==> config.mk <==
export PLATFORM = sky130hd
export DESIGN_NAME = bus_addr_decoder
export DESIGN_NICKNAME = d
export VERILOG_FILES = /design/src/rtl/bus_addr_decoder.sv
export SDC_FILE = /design/constraint.sdc
export NUM_CORES = 1
export LEC_CHECK = 0
export ABC_AREA = 1
export CELL_PAD_IN_SITES_DETAIL_PLACEMENT = 1
export CELL_PAD_IN_SITES_GLOBAL_PLACEMENT = 1
export CORE_AREA = 2 2 61 63
export DETAILED_ROUTE_END_ITERATION = 8
export DIE_AREA = 0 0 63 65
export PLACE_DENSITY = 0.89
export SLEW_MARGIN = 20
export SYNTH_ARGS = -nofsm -noshare
export SYNTH_HDL_FRONTEND = slang
export SYNTH_SLANG_ARGS = --single-unit
==> constraint.sdc <==
create_clock -name clk -period 3.69 [get_ports clk]
set_input_delay 0.369 -clock clk [delete_from_list [all_inputs] [get_ports clk]]
set_output_delay 0.369 -clock clk [all_outputs]
set_load 0.02 [all_outputs]
==> src/rtl/bus_addr_decoder.sv <==
// Serial bus address decoder: captures the slave-select field of each serial
// transaction, routes the remaining write stream to one of three slaves and muxes its read stream back.
`timescale 1ns/1ps
module bus_addr_decoder #(
   parameter int ADDR_WIDTH = 16,
   parameter int DATA_WIDTH = 8,
   parameter int SEL_WIDTH  = 4
) (
   input  logic clk,
   input  logic rstn,
   input  logic mwdata,
   input  logic mmode,
   input  logic mvalid,
   output logic mrdata,
   output logic svalid,
   output logic swdata,
   output logic smode,
   output logic mvalid1,
   output logic mvalid2,
   output logic mvalid3,
   input  logic srdata1,
   input  logic srdata2,
   input  logic srdata3,
   input  logic svalid1,
   input  logic svalid2,
   input  logic svalid3,
   output logic dec_err,
   output logic dec_busy
);

   localparam int NUM_SLAVES  = 3;
   localparam int MADDR_WIDTH = ADDR_WIDTH - SEL_WIDTH;
   localparam int SEL_CW      = $clog2(SEL_WIDTH + 1);
   localparam int ADDR_CW     = $clog2(MADDR_WIDTH + 1);
   localparam int DATA_CW     = $clog2(DATA_WIDTH + 1);

   typedef enum logic [2:0] {IDLE, SEL, ADDR, WDATA, RDATA} state_t;

   state_t                  state_reg;
   logic                    mode_reg;
   logic                    inv_reg;
   logic [SEL_WIDTH-1:0]    sel_sr_reg;
   logic [1:0]              sel_reg;
   logic [SEL_CW-1:0]       sel_cnt_reg;
   logic [ADDR_CW-1:0]      addr_cnt_reg;
   logic [DATA_CW-1:0]      data_cnt_reg;
   logic                    swdata_reg;
   logic                    smode_reg;
   logic                    dec_err_reg;
   logic [NUM_SLAVES-1:0]   mvalid_reg;

   logic [SEL_WIDTH:0]      sel_ext;
   logic [SEL_WIDTH-1:0]    sel_next;
   logic                    sel_ok;
   logic [NUM_SLAVES-1:0]   sel_onehot;
   logic [NUM_SLAVES-1:0]   srdata_vec;
   logic [NUM_SLAVES-1:0]   svalid_vec;
   logic                    fwd_bit;
   logic                    in_rdata;

   assign sel_ext    = {sel_sr_reg, mwdata};
   assign sel_next   = sel_ext[SEL_WIDTH-1:0];
   assign sel_ok     = (sel_next < SEL_WIDTH'(NUM_SLAVES));
   assign srdata_vec = {srdata3, srdata2, srdata1};
   assign svalid_vec = {svalid3, svalid2, svalid1};

   genvar gi;
   generate
      for (gi = 0; gi < NUM_SLAVES; gi++) begin : g_slave
         assign sel_onehot[gi] = (sel_reg == 2'(gi));
      end
   endgenerate

   // Only address and write-data bits are forwarded; select bits stay local.
   assign fwd_bit  = mvalid && ((state_reg == ADDR) || (state_reg == WDATA));
   assign in_rdata = (state_reg == RDATA);
   assign mrdata   = in_rdata && |(srdata_vec & sel_onehot);
   assign svalid   = in_rdata && |(svalid_vec & sel_onehot);

   assign swdata   = swdata_reg;
   assign smode    = smode_reg;
   assign mvalid1  = mvalid_reg[0];
   assign mvalid2  = mvalid_reg[1];
   assign mvalid3  = mvalid_reg[2];
   assign dec_err  = dec_err_reg;
   assign dec_busy = (state_reg != IDLE);

   always_ff @(posedge clk or negedge rstn) begin
      if (!rstn) begin
         state_reg    <= IDLE;
         mode_reg     <= 1'b0;
         inv_reg      <= 1'b0;
         sel_sr_reg   <= '0;
         sel_reg      <= '0;
         sel_cnt_reg  <= '0;
         addr_cnt_reg <= '0;
         data_cnt_reg <= '0;
         swdata_reg   <= 1'b0;
         smode_reg    <= 1'b0;
         dec_err_reg  <= 1'b0;
         mvalid_reg   <= '0;
      end else begin
         swdata_reg  <= fwd_bit & mwdata;
         smode_reg   <= fwd_bit & mode_reg;
         mvalid_reg  <= (fwd_bit && !inv_reg) ? sel_onehot : '0;
         dec_err_reg <= 1'b0;
         case (state_reg)
            IDLE: begin
               if (mvalid) begin
                  mode_reg    <= mmode;
                  sel_sr_reg  <= sel_next;
                  sel_cnt_reg <= SEL_CW'(1);
                  state_reg   <= SEL;
               end
            end
            SEL: begin
               if (mvalid) begin
                  sel_sr_reg  <= sel_next;
                  sel_cnt_reg <= sel_cnt_reg + 1'b1;
                  if (sel_cnt_reg == SEL_CW'(SEL_WIDTH - 1)) begin
                     inv_reg      <= !sel_ok;
                     sel_reg      <= 2'(sel_next);
                     addr_cnt_reg <= '0;
                     state_reg    <= ADDR;
                  end
               end
            end
            ADDR: begin
               if (mvalid) begin
                  addr_cnt_reg <= addr_cnt_reg + 1'b1;
                  if (addr_cnt_reg == ADDR_CW'(MADDR_WIDTH - 1)) begin
                     data_cnt_reg <= '0;
                     if (mode_reg) begin
                        state_reg <= WDATA;
                     end else if (inv_reg) begin
                        dec_err_reg <= 1'b1;
                        state_reg   <= IDLE;
                     end else begin
                        state_reg <= RDATA;
                     end
                  end
               end
            end
            WDATA: begin
               if (mvalid) begin
                  data_cnt_reg <= data_cnt_reg + 1'b1;
                  if (data_cnt_reg == DATA_CW'(DATA_WIDTH - 1)) begin
                     dec_err_reg <= inv_reg;
                     state_reg   <= IDLE;
                  end
               end
            end
            RDATA: begin
               // Only the selected slave's valid advances the read count.
               if (svalid) begin
                  data_cnt_reg <= data_cnt_reg + 1'b1;
                  if (data_cnt_reg == DATA_CW'(DATA_WIDTH - 1))
                     state_reg <= IDLE;
               end
            end
            default: state_reg <= IDLE;
         endcase
      end
   end

endmodule

# Yosys cells after proc, flatten, opt, wreduce, memory -nomap -nowiden
# Cells that the tools add are included.
totals:
  regBits: 27
  word_cells: 89
  input_bits: 11
classes:
  n_reduce_logical: 23
  n_addsub: 3
  n_lt_le_gt_ge: 1
  bitwise: 4
  n_eq_ne: 16
  mux: 30
op_table:
  columns: ["operator", "n"]
  rows:
  - ["two-way mux 3 bit", 12]
  - ["two-way mux 4 bit", 7]
  - ["case mux 3 bit (5 select lines)", 1]
  - ["inequality test 2 bit (second input constant)", 6]
  - ["case mux 4 bit (3 select lines)", 1]
  - ["equality test 3 x 2 -> 1 bit (second input constant)", 3]
  - ["adder 4 x 1 -> 4 bit (second input constant)", 2]
  - ["case mux 4 bit (2 select lines)", 1]
  - ["AND reduction 7 bit", 1]
  - ["bitwise AND 3 bit", 2]
  - ["two-way mux 1 bit", 6]
  - ["case mux 3 bit (2 select lines)", 1]
  - ["AND reduction 3 bit", 2]
  - ["nonzero test 3 bit", 2]
  - ["OR reduction 3 bit", 2]
  - ["AND reduction 5 bit", 1]
  - ["equality test 4 x 3 -> 1 bit (second input constant)", 1]
  - ["equality test 4 bit (second input constant)", 1]
  - ["logical AND 1 bit", 4]
  - ["less-than comparator 4 x 2 -> 1 bit (second input constant)", 1]
  - ["AND reduction 2 bit", 2]
  - ["AND reduction 4 bit", 1]
  - ["nonzero test 2 bit", 2]
  - ["adder 3 x 1 -> 3 bit (second input constant)", 1]
  - ["12 further kinds", 14]

# Logic depth before layout (Yosys ltp)
# Gate-level depths: netlist of run 1.
logic_depth:
  word_depth: 6
  mapped_depth: 9
  mapped_depth_nobuf: 9

# Worst setup path before layout of run 1
# Ideal clock, no wire load.
synth_path:
  path_type: "flip-flop to output port"
  start: "register state_reg[1]"
  end: "output port svalid"
  path_slack_ns: 2.307
  stages_incl_launch_ff: 7
  required_time_ns: 3.321
  t_arrival_ns: 1.014
  cell_sequence: "dfrtp_1 > buf_4 > nor2_1 > nand2_1 > inv_1 > nand2_1 > inv_1"
synth_between:
  elab_chain_cells: 2
synth_rtl:
  columns: ["item", "line", "rtl"]
  rows:
  - ["from (decl)", "39", "state_t state_reg;"]
  - ["from (signal assigned)", "90", "state_reg <= IDLE;"]
  - ["from (signal assigned)", "113", "state_reg <= SEL;"]
  - ["from (signal assigned)", "124", "state_reg <= ADDR;"]
  - ["equality test 3 bit", "76", "assign in_rdata = (state_reg == RDATA);"]
  - ["logical AND 1 bit", "78", "assign svalid = in_rdata && |(svalid_vec & sel_onehot);"]
  - ["to (decl)", "15", "output logic svalid,"]
# No other way between the ends.

# Worst setup path in the final report of run 1
layout_path:
  start: "register state_reg[1]"
  end: "output port mrdata"
layout_between:
  elab_chain_cells: 2
layout_rtl:
  columns: ["item", "line", "rtl"]
  rows:
  - ["equality test 3 bit", "76", null]
  - ["logical AND 1 bit", "77", "assign mrdata = in_rdata && |(srdata_vec & sel_onehot);"]
  - ["to (decl)", "14", "output logic mrdata,"]
# No other way between the ends.

==> results of run 1 <==
metal layers:
layer  track usage  wire length, microns  part of all wire
met1         0.239                  1560              0.44
met2         0.375                  1890              0.53
met3        0.0139                    74             0.021
met4        0.0750                    55             0.015
met5             0                     0                 0
power by group:
part / switching (mW) / total [mW] / internal [mW] / leakage, nW
logic: 0.345 / 0.546 / 0.201 / 0.468
registers: 0.121 / 0.518 / 0.397 / 0.349
clock network: 0.0932 / 0.134 / 0.0408 / 0.0177
total: 0.559 / 1.20 / 0.639 / 0.834
final cells by class:
cell class	count	area share
sequential	27	0.397
multi-input combinational	120	0.382
timing repair buffer	20	0.116
inverter	24	0.0530
tap	48	0.0353
clock buffer	3	0.0132
clock inverter	1	0.00294
final timing paths:
kind                                    to  slack (ns)  cells past startpoint
max reg2reg                   state_reg[2]        2.03                      7
max in group asynchronous   sel_cnt_reg[1]        3.05                      2
min in group clk             sel_sr_reg[2]        0.52                      2
min reg2reg                  sel_sr_reg[2]        0.52                      2
min                        addr_cnt_reg[2]        0.38                      2
max                                 mrdata        1.27                      6
logic make-up (layout without fill, tap and decap cells):
group                      after synthesis  count (layout)
DFF                                     27              27
adders and majority gates                4               4
buffers and inverters                   25              48
xor gates and xnor gates                 2               2
AOI/OAI and AO/OA                       17              17
and+or+nand+nor                         97              97
worst max-delay path: cells and delay by family (launching register included):
family,cells,cell delay [ns]
flip-flops,1,0.52
buffers and inverters,3,0.80
AND/OR/NAND/NOR,3,0.39
Yosys cell counts, drive strengths merged, types with 2 or more instances:
library cell	instances	share of area
a21oi	4	0.022
dfrtp	27	0.47
ha	4	0.035
inv	24	0.063
nand2	45	0.13
nand3	21	0.084
nand4	2	0.0088
nor2	20	0.062
nor3	5	0.029
nor4	3	0.013
o21ai	8	0.028
placed cells by master (no fill, tap or decap), types with 3 or more instances in the layout:
cell              n
inv_1            19
nand2_1          40
ha_1              4
nand3_1          18
nor2_1           17
clkbuf_4          3
a21oi_1           3
o21ai_0           7
clkdlybuf4s50_1  19
nand2_2           4
nand3_2           3
nor4_1            3
inv_2             5
nor3_1            3
dfrtp_1          27
==> metrics.txt, run 1 <==
outcome=completed; Post-DP Area=1670 sq um; Clock Latency Late Sink=0.34 ns; Total Wirelength=3.58 mm; initial core utilization=0.407; Yosys cell types=30; TritonCTS Sinks=27; multi-input combinational cell area=649 sq um; cts hold-fix bufs=0; post-DR wirelength/cell=14.7 microns; I/O pins=20; total die area=4100 sq um; FILL cells=438; CP Cell Sequence=nor2_1 > nand2_1 > inv_1 > nand2_1 > inv_1 > clkdlybuf4s50_1; mux share of post-synthesis cell area=0; adder-cell area share of the yosys netlist=0.0352; compound-cell area share of the yosys netlist=0.0765; critical path class=flip-flop to output port; CTS buffer count=3; final core occ=0.486; CTS H-Tree Depth=1; Inst Count DP=239; syn nets=187; fin cells=243; PnR worst setup slack=1.27 ns; HP Class=input pin to async pin; Syn Area/Cell=8.27 sq um; post-cts sizing count=0; Worst Tran Pin Value=0.372 ns; DR pass1 iterations=4; Seq cells post-synth=27; clk root buf=clkbuf_4; worst reg2reg startpoint=addr_cnt_reg[0]; dpl ws=1.54 ns; post-synthesis sequential area ratio=0.475; Max Fclk=0.414 GHz; Sequential Area=676 sq um; top_reg_cell synth=dfrtp_1; Min Hold Slack=0.379 ns; Synth Area in XOR/XNOR=0.0123; clock skew=0.00885 ns; vias in the first global route=1398; n_diodes=0; 1st-iter DRT viols=70; crit-path max cell delay=0.60 ns; endpoints failing setup=0; worst vdd ir=0.187 mV; die width=63 microns; Post-synth ARST share=1.00; initial antenna violation count=0; Fin Setup TNS=0 ns; EDFF count, synth=0; overall power=1.20 mW; Vias/cell=5.10; leakage power=0.834 nW; Critical Path Sink Type=output port; MaxCap Viol Count=0; Hold Fails Final Rpt=0; Synth warnings=0; fin crit share=0.655; hpwl dp=2.83 mm; Post-CTS Setup Inserts=0; # port buffers=19; largest net degree at the start of global routing=28; clk buf depth=2; CP Launch Type=flip-flop; GRT overflow=0; largest family of logic cells by synthesized area=simple AND/OR/NAND/NOR gates; Layout Area Growth over Synthesis=19.5%; worst-path fanout max=8; minimum clock period=2.42 ns; RSZ-0062 raised after global routing=false; post-route cell area=1700 sq um; crit path launch=state_reg[1]; standard-cell rows=22; max-slew violations=0; Total Routing Usage GR=0.200; post-route ant nets=0; DRC Markers=0; Power Density=704 nW/um^2; share of layout cells above drive strength 1=0.123; Syn Std Cell Area=1420 sq um; Worst-path clk slew=0.15 ns; max-slew headroom at the worst pin=0.750; Max stage delay cell, worst path=clkdlybuf4s50_1; Worst Path Required=3.32 ns; cells after synthesis=172; CTS tree=yes; Final GP Congestion=0.853; crit path DAT=2.05 ns; core box area=3500 sq um; wire length of the first global-routing pass=6.44 mm; vias after detailed routing=1239; fin nets=211; Synth Area in Simple Gates=0.332; die span in y=65 microns
Note: power is estimated with default switching activity, not from simulation.
==> inputs of run 2 (changes only) <==
- CORE_AREA: 2 2 61 63 -> 2 2 63 65
- DIE_AREA: 0 0 63 65 -> 0 0 65 67
- PLACE_DENSITY: 0.89 -> 0.85
- clock period: 3.69 -> 2.4 ns (I/O delays scaled with it)
==> metrics.txt, run 2 (synthesis results as in run 1) <==
core box area=3610 sq um (+3.1%); worst-path fanout max=8 (unchanged); Critical Path Sink Type=output port; MaxCap Viol Count=0 (unchanged); HP Class=input pin to async pin; wire length of the first global-routing pass=6.35 mm (-1.3%); Total Wirelength=3.74 mm (+4.4%); share of layout cells above drive strength 1=0.118 (-0.00513); CTS H-Tree Depth=1 (unchanged); Final GP Congestion=0.819 (-3.9%); crit path launch=state_reg[1]; most frequent cells in the layout=nand2_1, dfrtp_1, inv_1, clkdlybuf4s50_1, nand3_1; clock skew=0.0101 ns (+0.00121 ns); Max Fclk=0.462 GHz; initial antenna violation count=0 (unchanged); leakage power=0.839 nW (+0.60%); max-slew headroom at the worst pin=0.669 (-0.0811); worst vdd ir=0.444 mV (+140%); endpoints failing setup=0 (unchanged); standard-cell rows=22 (unchanged); fin nets=211 (unchanged); TritonCTS Sinks=27 (unchanged); Sequential Area=676 sq um (unchanged); outcome=completed; 1st-iter DRT viols=69 (-1.4%); largest net degree at the start of global routing=28 (unchanged); Worst Tran Pin Value=0.493 ns (+0.121 ns); CP Launch Type=flip-flop; Total Routing Usage GR=0.195 (-0.00494); FILL cells=438 (unchanged); minimum clock period=2.16 ns; Vias/cell=5.18 (+1.6%); Fin Setup TNS=0 ns (unchanged); Layout Area Growth over Synthesis=20.8%; post-cts sizing count=0 (unchanged); Post-CTS Setup Inserts=0 (unchanged); CTS tree=yes; fin crit share=0.901; clk root buf=clkbuf_8; critical path class=flip-flop to output port; die width=65 microns (+3.2%); n_diodes=0 (unchanged); clk buf depth=2 (unchanged); worst reg2reg startpoint=addr_cnt_reg[0]; post-route ant nets=0 (unchanged); Worst-path clk slew=0.10 ns (-0.05 ns); most common cell after layout, fill and taps aside=nand2_1; cts hold-fix bufs=0 (unchanged); GRT overflow=0 (unchanged); initial core utilization=0.395 (-0.0124); vias after detailed routing=1259 (+1.6%); die span in y=67 microns (+3.1%); I/O pins=20 (unchanged); Post-DP Area=1670 sq um (unchanged); hpwl dp=2.94 mm (+3.8%); post-route cell area=1720 sq um (+1.0%); DR pass1 iterations=4 (unchanged); # port buffers=19 (unchanged); R2R cell count=7 (unchanged); RSZ-0062 raised after global routing=false; vias in the first global route=1388 (-0.72%); multi-input combinational cell area=649 sq um (unchanged); total die area=4360 sq um (+6.3%); Power Density=1120 nW/um^2 (+59%); Hold Fails Final Rpt=0 (unchanged); max-slew violations=0 (unchanged); crit path DAT=1.92 ns (-0.13 ns); Worst Path Required=2.16 ns (-1.16 ns); Clock Latency Late Sink=0.28 ns (-0.06 ns); CTS buffer count=3 (unchanged); post-DR wirelength/cell=15.4 microns (+4.4%); DRC Markers=0 (unchanged)
run 2: stage by stage:
step           utilization  total power [mW]  setup slack, ns  hold WS (ns)  cells
2_1_floorplan            -              1.36             1.08       -0.0556    172
3_3_place_gp         0.464              1.55            0.576         0.468    239
3_5_place_dp         0.464              1.66            0.540         0.495    239
4_1_cts              0.476              1.92            0.240         0.348    243
5_1_grt              0.476              2.07           0.0730         0.376    243
6_report             0.476              1.92            0.237         0.330    243
run 2: critical path, stage by stage, from the launching register on:
cell             delay (ns)
dfrtp_1                0.50
nor2_1                 0.18
nand2_1                0.13
inv_1                  0.12
nand2_1                0.06
inv_1                  0.05
clkdlybuf4s50_1        0.60
run 2: power breakdown:
| part | switching, mW | internal [mW] | total (mW) |
|---|---|---|---|
| logic | 0.551 | 0.307 | 0.858 |
| registers | 0.188 | 0.611 | 0.799 |
| clock network | 0.143 | 0.119 | 0.262 |
run 2: worst paths after layout:
kind                                 end  slack, ns
setup / recovery                  mrdata       0.24
hold / removal                   inv_reg       0.33
setup reg to reg            state_reg[1]       0.58
hold reg to reg            sel_sr_reg[2]       0.52
max in group asynchronous     sel_reg[0]       1.81
min in group clk           sel_sr_reg[2]       0.52
run 2: final cells by class:
class	instances	area share
multi-input cells	120	0.378
repair buffers	20	0.115
well taps	48	0.0350
flip-flops and latches	27	0.393
inverters	24	0.0524
clock buffers	4	0.0262
run 2: routing by layer:
layer | global-route usage | vias up | wire [microns]
met3 | 0.0253 | 8 | 112
li1 | - | 608 | -
met5 | 0 | - | 0
met4 | 0.114 | 0 | 97
met1 | 0.225 | 614 | 1600
met2 | 0.345 | 29 | 1930
